===== config.mk =====
export PLATFORM = sky130hd
export DESIGN_NAME = spi_main_param
export DESIGN_NICKNAME = d
export VERILOG_FILES = /design/src/rtl/spi_pkg.sv /design/src/rtl/spi_edge_gen.sv /design/src/rtl/spi_main_param.sv
export SDC_FILE = /design/constraint.sdc
export NUM_CORES = 2
export LEC_CHECK = 0
export CAP_MARGIN = 10
export CORE_ASPECT_RATIO = 1.2
export CORE_MARGIN = 10
export CORE_UTILIZATION = 64
export CTS_CLUSTER_DIAMETER = 30
export DETAILED_ROUTE_END_ITERATION = 8
export PLACE_DENSITY = 0.87
export SYNTH_ARGS = -nofsm -noshare
export SYNTH_HDL_FRONTEND = slang
export SYNTH_HIERARCHICAL = 1
export SYNTH_SLANG_ARGS = --single-unit

===== constraint.sdc =====
create_clock -name clk -period 5.85 [get_ports clk]
set_input_delay 0.8775 -clock clk [delete_from_list [all_inputs] [get_ports clk]]
set_output_delay 0.8775 -clock clk [all_outputs]
set_load 0.05 [all_outputs]

===== src/rtl/spi_pkg.sv =====
// SPI main controller shared types: FSM state encoding, SPI mode constants
// and the frame-length validity helper.
// Latency: n/a (declarations only). Backpressure: n/a.
package spi_pkg;

  typedef enum logic [1:0] {
    IDLE,
    SETUP,
    SHIFT,
    HOLD
  } state_t;

  // SPI modes encoded as {cpol, cpha}
  localparam logic [1:0] MODE0 = 2'b00;
  localparam logic [1:0] MODE1 = 2'b01;
  localparam logic [1:0] MODE2 = 2'b10;
  localparam logic [1:0] MODE3 = 2'b11;

  // A frame must carry at least one bit and fit in the shift register.
  function automatic logic len_valid(input int unsigned n, input int unsigned max_w);
    return (n >= 1) && (n <= max_w);
  endfunction

endpackage


===== src/rtl/spi_edge_gen.sv =====
// SCLK edge timebase: pulses tick once every DIV clk cycles while enabled and
// tracks whether the next SCLK edge is the leading or trailing one.
// Latency: first tick DIV cycles after clr drops. Backpressure: none.
// Ports: clk/rst_n; en (count), clr (sync clear of count and phase),
//        phase_en (let ticks toggle phase); tick, phase (0 = next edge leading).
module spi_edge_gen #(
  parameter int DIV = 1
) (
  input  logic clk,
  input  logic rst_n,
  input  logic en,
  input  logic clr,
  input  logic phase_en,
  output logic tick,
  output logic phase
);

  localparam int CW = (DIV > 1) ? $clog2(DIV) : 1;

  logic [CW-1:0] cnt;

  assign tick = en && (cnt == CW'(DIV - 1));

  always_ff @(posedge clk or negedge rst_n) begin
    if (!rst_n) begin
      cnt   <= '0;
      phase <= 1'b0;
    end else if (clr) begin
      cnt   <= '0;
      phase <= 1'b0;
    end else if (en) begin
      cnt <= tick ? '0 : cnt + 1'b1;
      // Only SCLK edges flip the phase; SETUP/HOLD ticks leave it alone.
      if (tick && phase_en) phase <= ~phase;
    end
  end

endmodule


===== src/rtl/spi_main_param.sv =====
// Full-duplex SPI main with per-transfer length, CPOL/CPHA and chip-select.
// Latency: cs_n falls 1 cycle after start, done DIV*(2*len+2) cycles later.
// Backpressure: start is ignored while busy; invalid requests pulse err.
// Ports: start/len/cpol/cpha/cs_sel/tx request (sampled when idle);
//        rx/busy/done/err status; cs_n/sclk/mosi/miso serial bus.
module spi_main_param
  import spi_pkg::*;
#(
  parameter int MAX_W  = 258,
  parameter int DIV    = 1,
  parameter int NUM_CS = 1,
  parameter int LEN_W  = $clog2(MAX_W + 1),
  parameter int CS_W   = (NUM_CS > 1) ? $clog2(NUM_CS) : 1
) (
  input  logic              clk,
  input  logic              rst_n,
  input  logic              start,
  input  logic [LEN_W-1:0]  len,
  input  logic              cpol,
  input  logic              cpha,
  input  logic [CS_W-1:0]   cs_sel,
  input  logic [0:MAX_W-1]  tx,
  output logic [0:MAX_W-1]  rx,
  output logic              busy,
  output logic              done,
  output logic              err,
  output logic [NUM_CS-1:0] cs_n,
  output logic              sclk,
  output logic              mosi,
  input  logic              miso
);

  state_t             state;
  logic [0:MAX_W-1]   tx_sr;
  logic [0:MAX_W-1]   rx_sr;
  logic [LEN_W-1:0]   bit_cnt;
  logic [LEN_W-1:0]   len_q;
  logic               cpha_q;
  logic               tick;
  logic               phase;
  logic               req_ok;

  assign req_ok = len_valid(32'(len), MAX_W) && (int'(cs_sel) < NUM_CS);

  spi_edge_gen #(.DIV(DIV)) u_edge (
    .clk      (clk),
    .rst_n    (rst_n),
    .en       (state != IDLE),
    .clr      (state == IDLE),
    .phase_en (state == SHIFT),
    .tick     (tick),
    .phase    (phase)
  );

  always_ff @(posedge clk or negedge rst_n) begin
    if (!rst_n) begin
      state   <= IDLE;
      tx_sr   <= '0;
      rx_sr   <= '0;
      rx      <= '0;
      bit_cnt <= '0;
      len_q   <= '0;
      cpha_q  <= 1'b0;
      busy    <= 1'b0;
      done    <= 1'b0;
      err     <= 1'b0;
      cs_n    <= '1;
      sclk    <= 1'b0;
      mosi    <= 1'b0;
    end else begin
      done <= 1'b0;
      err  <= 1'b0;
      unique case (state)
        IDLE: begin
          if (start) begin
            if (req_ok) begin
              state   <= SETUP;
              busy    <= 1'b1;
              cs_n    <= ~(NUM_CS'(1) << cs_sel);
              sclk    <= cpol;
              len_q   <= len;
              bit_cnt <= len;
              cpha_q  <= cpha;
              rx_sr   <= '0;
              // cpha=0 presents bit 0 before the first edge, so the shifter
              // already points at bit 1; cpha=1 drives bit 0 on the first edge.
              mosi    <= cpha ? 1'b0 : tx[0];
              tx_sr   <= cpha ? tx : (tx << 1);
            end else begin
              err <= 1'b1;
            end
          end
        end
        SETUP: begin
          if (tick) state <= SHIFT;
        end
        SHIFT: begin
          if (tick) begin
            sclk <= ~sclk;
            if (!phase) begin
              // leading edge
              if (!cpha_q) begin
                rx_sr <= {rx_sr[1:MAX_W-1], miso};
              end else begin
                mosi  <= tx_sr[0];
                tx_sr <= tx_sr << 1;
              end
            end else begin
              // trailing edge closes one bit period
              if (cpha_q) begin
                rx_sr <= {rx_sr[1:MAX_W-1], miso};
              end else if (bit_cnt != LEN_W'(1)) begin
                mosi  <= tx_sr[0];
                tx_sr <= tx_sr << 1;
              end
              bit_cnt <= bit_cnt - 1'b1;
              if (bit_cnt == LEN_W'(1)) state <= HOLD;
            end
          end
        end
        HOLD: begin
          if (tick) begin
            state <= IDLE;
            busy  <= 1'b0;
            done  <= 1'b1;
            cs_n  <= '1;
            mosi  <= 1'b0;
            // Received bits sit right-aligned in rx_sr; left-align them so
            // rx[0] is the first bit and the unused tail reads zero.
            rx    <= rx_sr << (LEN_W'(MAX_W) - len_q);
          end
        end
        default: state <= IDLE;
      endcase
    end
  end

endmodule


==> impl_metrics.csv <==
group,metric,value,unit
sta,fin_skew,0.0385,ns
pwr,intPower,21.2,mW
pwr,p_comb_share,59.2,%
sta,whs,0.112,ns
sta,rsz0062_at_grt,"no",
cts,post_cts.repair.setup_buffers,0,
floorplanning,dieArea,104000,sq um
cts,cts_root_buf,"clkbuf_16",
floorplanning,die_h,352,um
cells_and_area,layout-drive-gt1-share,16.3,%
sta,setup_viol,0,
cts,cts_inserted_buffers,153,
yosys,syn_avg_cell_area,9.77,sq um
pwr,peakVddDrop,1030,uV
min_path,hold_class,"in -> async",
yosys,yosysSeqAreaShare,34.3,%
detailed_routing,via_per_inst,7.32,
cts,cts_resized,0,
detailed_routing,drt-initial-drc-count,9072,
pwr,power_density,611,nW/um^2
yosys,ys_ff_latch,803,
worst_setup_path,r2r-end,"rx[15]",
global_route,first_global_vias,53400,
worst_setup_path,criticalPathCategory,"reg -> reg",
detailed_routing,drt_pass1_iterations,9,
cts,htreeDepth,4,
worst_setup_path,crit_start,"len_q[1]",
pwr,power_frac_seq,19.0,%
placed_design,dpl.hpwl,168,mm
status,violations,"design-rule violations",
worst_setup_path,cp_max_fo,67,
worst_setup_path,cp-start-kind,"register",
sta,period_share,97.1,%
cts,clock_sink_count,803,
cells_and_area,finalNonFillerCells,7595,
global_route,grt_usage,44.8,%
sta,hold_viol,0,
worst_setup_path,rr_worst_depth,9,
detailed_routing,dr_total_vias,55600,
cells_and_area,final_nets,6557,
floorplanning,initial_core_util,64.5,%
worst_setup_path,crit_arrival,6.30,ns
status,status,"finished, violations left",
floorplanning,num_io_pins,538,
placed_design,portBuffers,537,
yosys,syn_inst,5998,
pwr,p_leak,28.7,nW
detailed_routing,drc_errors,2,
detailed_routing,routedWlPerCell,31.5,um
global_route,grt_pass1_wl,349,mm
cts,clk_pin_slew_worst_paths,0.05,ns
yosys,synth.net_count,6279,
worst_setup_path,r2r-start,"len_q[1]",
floorplanning,die_w,296,um
worst_setup_path,required,6.47,ns
yosys,yosys.cell_types.count,97,
yosys,synthFlopType,"dfrtp_1",
global_route,grt_max_degree,254,
sta,fin_setup_tns,0,ns
sta,min_period,5.68,ns
cts,cts_tree,"built",
cells_and_area,layout_commonest_cell,"nand2_1",
cells_and_area,synthToLayoutAreaGrowth,18.7,%
detailed_routing,ant_nets,0,
sta,slew_headroom,11.2,%
yosys,syn_area,58600,sq um
yosys,synth_edf_count,0,
placed_design,place.gp.congestion,1.14,
worst_setup_path,reg2reg_slack,0.17,ns
floorplanning,rows,121,
pwr,swShare,50.2,%
sta,fmax,176,MHz
cts,cts_hold_buf,0,
sta,slew_violations,0,
worst_setup_path,endpoint,"rx[15]",
cts,clockBufferDepth,3,
sta,tightestPinTransition,1.33,ns
pwr,power_switching,21.3,mW
cells_and_area,layout_common_cells,"1117 x nand2_1, 839 x mux2i_1, 801 x dfrtp_1",
yosys,yosys_warnings,6,
global_route,antenna_found_initial,45,
yosys,async_flop_share,100,%
worst_setup_path,end_kind,"register",
detailed_routing,wl,239,mm
floorplanning,design.core.area,90800,sq um
pwr,power.clock.fraction,21.8,%
job,maxCapViolCount,0,
placed_design,place_inst,7286,
global_route,overflow,0,
cts,clk_latency,0.78,ns
[kinds of logic after synthesis]
group / after synthesis / share of synthesized area, %
and+or+nand+nor: 1673 / 11.4
adders and majority gates: 7 / 0.149
xor gates and xnor gates: 13 / 0.316
buffers and inverters: 603 / 5.49
muxes: 1417 / 33.2
AOI/OAI and AO/OA: 1482 / 15.1
DFF: 803 / 34.3
[worst max-delay path, stage by stage, from the launching register on]
cell and delay (ns):
dfrtp_1 0.46, ha_4 1.05, buf_4 0.51, mux4_2 0.41, mux2_2 0.31, mux2i_1 0.20
o2bb2ai_1 0.41, mux2i_1 1.04, mux2i_1 0.60, a221o_1 0.49
[final cells by class]
| class | count | area (sq um) |
|---|---|---|
| Tap cell | 1168 | 1460 |
| Multi-Input combinational cell | 4592 | 35500 |
| Fill cell | 5857 | 21200 |
| Antenna cell | 27 | 67.6 |
| Clock buffer | 177 | 4090 |
| Timing Repair Buffer | 689 | 6930 |
| Clock inverter | 102 | 1370 |
| Sequential cell | 803 | 20100 |
| Inverter | 37 | 141 |
[cells in the mapped netlist, drive strengths merged (16+ instances only)]
cell type | instances | area, sq um
a21o | 16 | 120
buf | 280 | 2010
o211ai | 73 | 548
and3 | 17 | 106
dfrtp | 802 | 20100
mux2i | 842 | 8450
a31oi | 19 | 125
a221o | 25 | 250
nand3 | 78 | 390
mux4 | 400 | 9030
inv | 37 | 139
o221ai | 21 | 184
clkbuf | 286 | 1070
o21ai | 682 | 3410
a21oi | 355 | 1790
nor2 | 357 | 1350
nand2 | 1123 | 4220
nor3 | 28 | 166
a22o | 60 | 526
a222oi | 28 | 280
a22oi | 44 | 330
mux2 | 175 | 1970
o22ai | 27 | 169
a211oi | 20 | 155
[layer usage]
| metal | vias up | global-route usage (%) | wire (um) | part of all wire, % |
|---|---|---|---|---|
| li1 | 22800 | - | - | - |
| met2 | 4658 | 65.1 | 102000 | 43 |
| met5 | - | 0.563 | 391 | 0.16 |
| met1 | 26800 | 53.8 | 80700 | 34 |
| met4 | 44 | 32.2 | 21900 | 9.2 |
| met3 | 1210 | 17.7 | 34000 | 14 |
[worst min-delay path by stage]
stage | end | slack [ns] | cells after the start
floorplan | rx_sr[0] | 0.44 | 2
global placement | rx[120] | 0.46 | 2
detailed placement | rx[120] | 0.46 | 2
CTS | rx[35] | 0.19 | 1
global route | rx[35] | 0.19 | 1
finish | rx[35] | 0.11 | 1
[power by group through the flow]
stage	Clock [mW]	Combinational, mW	Sequential [mW]
floorplan	0	17.1	9.08
global placement	0	23.6	8.00
detailed placement	0	24.0	8.04
CTS	9.25	24.1	8.01
global route	9.55	26.1	8.17
finish	9.29	25.2	8.08
[state kept, by name (all words and copies together), names as in the netlist, 2 cells and up]
signal and cells:
rx 258, rx_sr 258, tx_sr 258, bit_cnt 9, len_q 9, state 2
[through the flow]
step	util (%)	setup slack (ns)	instance area (sq um)	power, mW
final	76.6	0.169	69600	42.5
after detailed placement	70.5	0.793	64100	32.0
after floorplan	-	2.62	58600	26.2
after global placement	70.5	0.831	64100	31.6
after global routing	76.6	0.195	69600	43.8
after CTS	76.5	0.712	69500	41.4
(Power assumes the default switching activity.)
